==> config.mk <==
export PLATFORM = sky130hd
export DESIGN_NAME = ir_segmented_flat
export DESIGN_NICKNAME = d
export VERILOG_FILES = /design/src/rtl/ir_segmented_if.sv /design/src/rtl/ir_segmented.sv /design/src/flat_wrapper.sv
export SDC_FILE = /design/constraint.sdc
export NUM_CORES = 1
export LEC_CHECK = 0
export ABC_AREA = 1
export CAP_MARGIN = 20
export CORE_ASPECT_RATIO = 1.75
export CORE_MARGIN = 2
export CORE_UTILIZATION = 41
export DETAILED_ROUTE_END_ITERATION = 10
export GPL_TIMING_DRIVEN = 0
export PLACE_DENSITY = 0.74
export SLEW_MARGIN = 20
export SYNTH_ARGS = -nofsm -noshare
export SYNTH_HDL_FRONTEND = slang
export SYNTH_SLANG_ARGS = --single-unit
==> constraint.sdc <==
create_clock -name clk -period 1 [get_ports clk]
set_input_delay 0.2 -clock clk [delete_from_list [all_inputs] [get_ports clk]]
set_output_delay 0.2 -clock clk [all_outputs]
set_load 0.01 [all_outputs]
==> src/rtl/ir_segmented_if.sv <==
// Segment-load bus between memory data path and the segmented IR: control and handshake in, register state out.
interface ir_segmented_if #(
   parameter int NBits   = 16,
   parameter int SegBits = 8
);
   localparam int SelBits = $clog2(NBits / SegBits);

   logic               e;
   logic [1:0]         funsel;
   logic               auto;
   logic [SelBits-1:0] seg_sel;
   logic [SegBits-1:0] i_seg;
   logic               in_valid;
   logic               in_ready;
   logic [NBits-1:0]   ir_out;
   logic               ir_valid;
   logic [SelBits-1:0] seg_cnt;

   modport master (
      output e, funsel, auto, seg_sel, i_seg, in_valid,
      input  in_ready, ir_out, ir_valid, seg_cnt
   );

   modport slave (
      input  e, funsel, auto, seg_sel, i_seg, in_valid,
      output in_ready, ir_out, ir_valid, seg_cnt
   );
endinterface

==> src/rtl/ir_segmented.sv <==
// Instruction register filled SegBits at a time (manual select or counter-sequenced); IR_MSB_FIRST_EN reverses auto order.
// Accepted beat visible on ir_out next edge, ir_valid with the last auto beat; in_ready is combinational, drops when FULL or seg_sel out of range.
module ir_segmented #(
   parameter int NBits   = 16,
   parameter int SegBits = 8
) (
   input logic           clk,
   input logic           rst_n,
   ir_segmented_if.slave bus
);
   localparam int NSeg    = NBits / SegBits;
   localparam int SelBits = $clog2(NSeg);
   localparam logic [SelBits:0]   NSEG_W = (SelBits + 1)'(NSeg);
   localparam logic [SelBits-1:0] LAST   = SelBits'(NSeg - 1);

   typedef enum logic [1:0] {
      IDLE = 2'd0,
      FILL = 2'd1,
      FULL = 2'd2
   } state_t;

   state_t             state, state_nxt;
   logic [SelBits-1:0] cnt, cnt_nxt;
   logic               vld, vld_nxt;
   logic [NBits-1:0]   ir, ir_nxt;
   logic               load, in_ready, accept;
   logic [SelBits-1:0] auto_idx, wr_idx;

   always_ff @(posedge clk or negedge rst_n) begin
      if (!rst_n) begin
         state <= IDLE;
         cnt   <= '0;
         vld   <= 1'b0;
         ir    <= '0;
      end else begin
         state <= state_nxt;
         cnt   <= cnt_nxt;
         vld   <= vld_nxt;
         ir    <= ir_nxt;
      end
   end

`ifdef IR_MSB_FIRST_EN
   assign auto_idx = LAST - cnt;
`else
   assign auto_idx = cnt;
`endif
   assign wr_idx = bus.auto ? auto_idx : bus.seg_sel;
   assign accept = in_ready && bus.in_valid;

   always_comb begin
      state_nxt = state;
      cnt_nxt   = cnt;
      vld_nxt   = vld;
      ir_nxt    = ir;
      if (bus.e) begin
         case (bus.funsel)
            2'b00: begin
               state_nxt = IDLE;
               cnt_nxt   = '0;
               vld_nxt   = 1'b0;
               ir_nxt    = '0;
            end
            2'b11: begin
               state_nxt = IDLE;
               cnt_nxt   = '0;
               vld_nxt   = 1'b0;
            end
            2'b01: begin
               if (accept) begin
                  ir_nxt[wr_idx*SegBits +: SegBits] = bus.i_seg;
                  // manual beats never touch the sequencer, so a paused fill resumes where it left off
                  if (bus.auto) begin
                     case (state)
                        IDLE: begin
                           cnt_nxt   = cnt + 1'b1;
                           state_nxt = FILL;
                        end
                        FILL: begin
                           if (cnt == LAST) begin
                              cnt_nxt   = '0;
                              state_nxt = FULL;
                              vld_nxt   = 1'b1;
                           end else begin
                              cnt_nxt = cnt + 1'b1;
                           end
                        end
                        default: ;
                     endcase
                  end
               end
            end
            default: ;
         endcase
      end
   end

   always_comb begin
      load     = bus.e && (bus.funsel == 2'b01);
      in_ready = 1'b0;
      if (load)
         in_ready = bus.auto ? (state != FULL) : ({1'b0, bus.seg_sel} < NSEG_W);
   end

   assign bus.in_ready = in_ready;
   assign bus.ir_out   = ir;
   assign bus.ir_valid = vld;
   assign bus.seg_cnt  = cnt;
endmodule
==> src/flat_wrapper.sv <==
// flat-port wrapper written by rule: the top's interface ports become plain ports
module ir_segmented_flat 
#(
   parameter int NBits   = 16,
   parameter int SegBits = 8
)
  (clk, rst_n, bus_e, bus_funsel, bus_auto, bus_seg_sel, bus_i_seg, bus_in_valid, bus_in_ready, bus_ir_out, bus_ir_valid, bus_seg_cnt);
  ir_segmented_if #(.NBits(NBits), .SegBits(SegBits)) bus_i ();
  input logic clk;
  input logic rst_n;
  input wire logic [$bits(bus_i.e)-1:0] bus_e;
  input wire logic [$bits(bus_i.funsel)-1:0] bus_funsel;
  input wire logic [$bits(bus_i.auto)-1:0] bus_auto;
  input wire logic [$bits(bus_i.seg_sel)-1:0] bus_seg_sel;
  input wire logic [$bits(bus_i.i_seg)-1:0] bus_i_seg;
  input wire logic [$bits(bus_i.in_valid)-1:0] bus_in_valid;
  output wire logic [$bits(bus_i.in_ready)-1:0] bus_in_ready;
  output wire logic [$bits(bus_i.ir_out)-1:0] bus_ir_out;
  output wire logic [$bits(bus_i.ir_valid)-1:0] bus_ir_valid;
  output wire logic [$bits(bus_i.seg_cnt)-1:0] bus_seg_cnt;
  assign bus_i.e = bus_e;
  assign bus_i.funsel = bus_funsel;
  assign bus_i.auto = bus_auto;
  assign bus_i.seg_sel = bus_seg_sel;
  assign bus_i.i_seg = bus_i_seg;
  assign bus_i.in_valid = bus_in_valid;
  assign bus_in_ready = bus_i.in_ready;
  assign bus_ir_out = bus_i.ir_out;
  assign bus_ir_valid = bus_i.ir_valid;
  assign bus_seg_cnt = bus_i.seg_cnt;
  ir_segmented #(.NBits(NBits), .SegBits(SegBits)) u_core (.clk(clk), .rst_n(rst_n), .bus(bus_i));
endmodule
[Word level (Yosys, flattened, before mapping)]
Cells that the tools add are included.
Widths: inputs -> output; s select.
Storage, ports and cells
  register bits after elaboration: 20
  input bits: 16
  output and inout port bits: 19
  logic and storage cells: 50
Cells by class
  add/sub/neg operators: 2
  equal/unequal tests: 10
  shift-type cells: 2
  mux-type cells: 21
  reduce and logical (&&, ||, !) cells: 11
Operators by type and width (number)
  $neg 4->34: 1
  $shift 8x34->16 const A: 1
  $shiftx 8x34->16: 1
  $pmux 16 s2: 1
  $bwmux 16: 1
  $mux 16: 1
  $reduce_and 6->1: 2
  $mux 1: 10
  $pmux 2 s2: 2
  $mux 2: 3
  $ne 2x2->1 const B: 3
  $pmux 1 s2: 3
  $reduce_and 5->1: 1
  $eq 2x1->1 const B: 2
  $logic_not 2->1: 2
  $ne 2x1->1 const B: 2
  $reduce_bool 2->1: 2
  $ne 3x2->1 const B: 1
  $ne 3x3->1 const B: 1
  $reduce_and 3->1: 1
  $eq 2x2->1 const B: 1
  $logic_and 1x1->1: 2
  $reduce_or 2->1: 1
  $add 1x1->1 const B: 1

[Depth between registers and ports, before layout]
Gate-level depths: netlist of run 1.
  word-level depth: 6
  gate-level depth with buffers: 9
  gate-level depth less buffers: 9

[Worst setup path after synthesis of run 1]
No wires, ideal clock.
  kind: reg2reg
  start point: register u_core.cnt, in the netlist u_core.bus.seg_cnt
  end point: register u_core.ir[14], in the netlist u_core.bus.ir_out[14]
  library setup time: 0.065 ns
  arrival time: 1.081 ns
  setup slack: -0.146 ns
  stages on the path, launching flop included: 8
  path through: dfrtp_1 nand2_2 nand2_1 nand2_4 buf_6 nor2_1 nand4_1 nand2_1
On the way
  longest elaborated chain between the ends: 6
  elaborated cells on any way between the ends: 7
RTL lines
  from (decl): RTL line ir_segmented.sv:23  | logic [SelBits-1:0] cnt, cnt_nxt;
  from (signal assigned): RTL line ir_segmented.sv:37  | cnt <= cnt_nxt;
  $mux 1 *: RTL line ir_segmented.sv:48  | assign wr_idx = bus.auto ? auto_idx : bus.seg_sel;
  $neg 4->34 *: RTL line ir_segmented.sv:71  | ir_nxt[wr_idx*SegBits +: SegBits] = bus.i_seg;
  $shiftx 8x34->16 / $shift 8x34->16 (equally long branches): RTL line ir_segmented.sv:71
  $bwmux 16 *: RTL line ir_segmented.sv:71
  $mux 16 *: RTL line ir_segmented.sv:70  | if (accept) begin
  $pmux 16 s2 *: RTL line ir_segmented.sv:57  | case (bus.funsel)
  to (signal assigned): RTL line ir_segmented.sv:39  | ir <= ir_nxt;
  to (decl): RTL line ir_segmented.sv:25  | logic [NBits-1:0] ir, ir_nxt;
Mark *: on every way between the ends. The rest lies on a longest branch, timed or not. The select of a mux whose other input is x is not followed.
A chain may end at the register's enable or synchronous reset.

[Worst setup path after layout of run 1]
  start point: register u_core.state[0]
  end point: output bus_in_ready
On the way
  longest elaborated chain between the ends: 3
RTL lines
  from (decl): RTL line ir_segmented.sv:22  | state_t state, state_nxt;
  from (signal assigned): RTL line ir_segmented.sv:36  | state <= state_nxt;
  $ne 2x2->1: RTL line ir_segmented.sv:102  | in_ready = bus.auto ? (state != FULL) : ({1'b0, bus.seg_sel} < NSEG_W);
  $mux 1: RTL line ir_segmented.sv:102
  $mux 1: RTL line ir_segmented.sv:101  | if (load)
  to (decl): RTL line flat_wrapper.sv:17  | output wire logic [$bits(bus_i.in_ready)-1:0] bus_in_ready;
No other way between the ends.

==> flow_summary_export.csv, run 1 <==
group,metric,value,unit
yosys,synth_fp_nets,160,
floorplan,die_w,44.06,um
power_and_ir_drop,power.share.sequential,0.431,
yosys,netlist_top_cells_area,"dfrtp_1 43%, nand2_1 14%, nand4_1 9.2%",
yosys,synth_sequential_area_ratio,0.4348,
timing,period_share,1.277,
clocking,clk_transition_reported_paths,0.07,ns
grt,overflow,0,
critical_path,critical_path.cell_chain,"inv_2 -> nand3_4 -> and2_4 -> buf_6",
timing,worst_pin_slew,0.9299,ns
floorplan,die_h,74.10,um
route,detail_route.first_pass.iterations,4,
route,drc,0,
yosys,top_cell_type_s_share_of_synthesized_area,0.4348,
final_layout,drive_gt1_frac,0.4087,
yosys,synth_area,1151,um^2
clocking,clock-sinks,20,
yosys,yosys_register_bits,20,
run_status,run_status,"finished, violations left",
timing,setup-violations-final,22,
critical_path,rr_startpoint,"u_core.state[1]",
floorplan,rows,25,
power_and_ir_drop,combinational_cell_fraction_of_total_power,0.269,
floorplan,initial_core_util,0.4279,
final_layout,syn_to_layout_area_delta,54.57,%
critical_path,crit_path_max_incr_delay,0.39,ns
critical_path,worst_setup_path_start_kind,"flop",
clocking,cts_tree,"yes",
timing,rsz0062_at_grt,"true",
yosys,post_syn_instances,144,
hold_path,worst_hold_path_type,"in -> async",
power_and_ir_drop,cellLeakagePower,0.0009996,uW
route,detailroute.via_count,1233,
yosys,synthMostInstantiatedCell,"nand2_1",
critical_path,end_kind,"output port",
critical_path,cp.required,0.80,ns
route,detailedRoute.firstIterationViolations,23,
grt,grt_pass1_vias,1245,
grt,grt_pass1_wl,5147,um
clocking,htree_num_levels,1,
grt,pin_count_of_the_biggest_net_entering_global_routing,21,
yosys,synth_edf_count,0,
flow_run,timing.max_cap.violations,0,
route,residual_antenna_violating_net_count_after_detailed_routing,0,
route,totalWireLength,3223,um
timing,report.final.hold_viol_count,0,
grt,grt_antenna_before_repair,0,
critical_path,crit_path_max_fanout,3,
power_and_ir_drop,pwr_density_cell,1173,nW/um^2
yosys,synth_largest_area_cell,"dfrtp_1",
clocking,worstSkewPairLatency,0.26,ns
route,wl_per_cell,13.71,um
yosys,postSynth.topFlopCell,"dfrtp_1",
placed_design,postPlaceCellArea,1539,um^2
timing,fin_ws,-0.2773,ns
placed_design,post-place-ws,-0.7916,ns
timing,clock_skew,0.001585,ns
clocking,cts-hold-fix-buffers,0,
clocking,cts_max_path_buffers,2,
placed_design,gp_routability_congestion,0.8086,
power_and_ir_drop,internal_power,1478,uW
timing,timing.fmax,782.9,MHz
power_and_ir_drop,peakVddDrop,0.8225,mV
final_layout,finish.instance_area,1779,um^2
yosys,synth.top_cells.by_count,"44 x nand2_1, 22 x nor2_1, 20 x dfrtp_1",
floorplan,die_outline_area,3264,um^2
yosys,ys_warn_count,0,
critical_path,worst-r2r-setup-slack,-0.22,ns
placed_design,dpl.hpwl,2019,um
timing,max_slew_margin,0.3801,
route,routed_via_density,5.247,
timing,timing_max_transition_violations_final,0,
final_layout,antenna-diode-count,0,
run_status,failing_checks,"setup timing",
yosys,post_synth_num_cell_types,19,
clocking,cts_made_buffers,3,
grt,track_usage,0.2086,
critical_path,timing.critical_path.arrival,1.08,ns
clocking,clock_tree.root_cell,"clkbuf_8",
final_layout,final_nets,225,
floorplan,floorplan.core_area,2690,um^2
timing,fin_crit,1.277,ns
critical_path,worstRegToRegCells,6,
power_and_ir_drop,power.net_switching,609.4,uW
floorplan,ioPinCount,35,
critical_path,slowest_cell_on_crit_path,"dfrtp_1",
placed_design,io_buffer_count,34,
power_and_ir_drop,swShare,0.2919,
power_and_ir_drop,clock_power_share,0.300,
yosys,synth-async-reset-ratio,1.000,
yosys,avgSynthCellArea,7.994,um^2
critical_path,critPathKind,"reg -> out",
critical_path,crit-reg2reg-capture,"u_core.bus.ir_out[1]",
-- how the worst max path moves through the flow --
stage / endpoint / from
3_3_place_gp: bus_in_ready / bus_funsel[0]
6_report: bus_in_ready / u_core.state[0]
2_1_floorplan: u_core.bus.ir_out[14] / u_core.bus.seg_cnt
5_1_grt: bus_in_ready / u_core.state[0]
3_5_place_dp: bus_in_ready / bus_funsel[0]
4_1_cts: bus_in_ready / u_core.state[0]
-- layout make-up --
class,count,area (um^2)
Fill cell,220,910.9
Multi-Input combinational cell,106,614.3
Sequential cell,20,501.7
Timing Repair Buffer,58,457.9
Inverter,16,67.56
Clock buffer,4,55.05
Buffer,4,48.80
Tap cell,27,33.78
-- worst max-delay path, delay by kind of cell (launching register included) --
kind	cells	cell delay (ns)
flip-flops	1	0.39
AND/OR/NAND/NOR	2	0.23
buffers and inverters	2	0.20
-- per-layer routing --
metal | vias up | part of all wire | track usage
li1 | 596 | - | -
met1 | 584 | 0.36 | 0.2086
met2 | 44 | 0.57 | 0.3840
met3 | 9 | 0.053 | 0.03641
met4 | 0 | 0.020 | 0.1279
met5 | - | 0 | 0
-- cell families (layout without fill, tap and decap cells) --
group / count (synthesis) / in the layout / synth area share
buffers and inverters: 20 / 82 / 0.09891
AO/OA/AOI/OAI: 2 / 2 / 0.01087
flip-flops: 20 / 20 / 0.4348
AND/OR/NAND/NOR: 102 / 104 / 0.4554
-- power by group through the flow --
stage	logic (uW)	registers [uW]	clock network, uW
2_1_floorplan	210	936	0
3_3_place_gp	440	915	0
3_5_place_dp	449	918	0
4_1_cts	494	897	632
5_1_grt	610	904	667
6_report	561	899	627
-- placed cells by master (no fill, tap or decap) --
cell / n
buf_6: 8
nand2_1: 39
o21ai_1: 1
nand3_1: 3
clkbuf_8: 4
nor2_1: 18
nand4_1: 17
inv_2: 4
nor2_4: 3
nand2_2: 8
and2_4: 1
nand3_2: 3
dfrtp_2: 1
inv_1: 11
dlygate4sd2_1: 3
o31ai_1: 1
clkbuf_2: 1
nor2_2: 5
inv_8: 1
nand3_4: 4
nand2_8: 1
buf_16: 1
buf_2: 18
clkdlybuf4s50_1: 10
buf_8: 1
clkdlybuf4s15_1: 1
nand2_4: 2
dfrtp_1: 19
buf_4: 19
-- state kept, by name, summed over array words and instances (netlist names) --
signal,count
u_core.bus.ir_out,16
u_core.bus.ir_valid,1
u_core.bus.seg_cnt,1
u_core.state,2
-- through the flow --
stage	utilization	hold WS (ns)	std cells	total power (uW)	setup TNS, ns
after global routing	0.6614	0.2320	235	2181	-5.240
after detailed placement	0.5721	0.4573	205	1367	-21.13
after floorplan	-	-0.09559	144	1147	-1.128
final	0.6614	0.1564	235	2088	-3.857
after CTS	0.6223	0.2134	227	2024	-3.581
after global placement	0.5721	0.4534	205	1355	-19.79
-- repair_timing --
item / in CTS / in global routing
gates resized for setup: 91 / 16
cloned: 5 / 0
pin swaps: 13 / 3
endpoints found under the setup margin: 59 / 34
setup buffers: 13 / 8
(Power assumes the default switching activity.)
==> run 2, diff against run 1 <==
--- a/config.mk
+++ b/config.mk
@@ -6,7 +6,7 @@
 export NUM_CORES = 1
 export LEC_CHECK = 0
 export ABC_AREA = 1
-export CAP_MARGIN = 20
+export CAP_MARGIN = 10
 export CORE_ASPECT_RATIO = 1.75
 export CORE_MARGIN = 2
 export CORE_UTILIZATION = 41
==> results of run 2 <==
No change in the layout: final DEF, timing and power equal those of run 1.
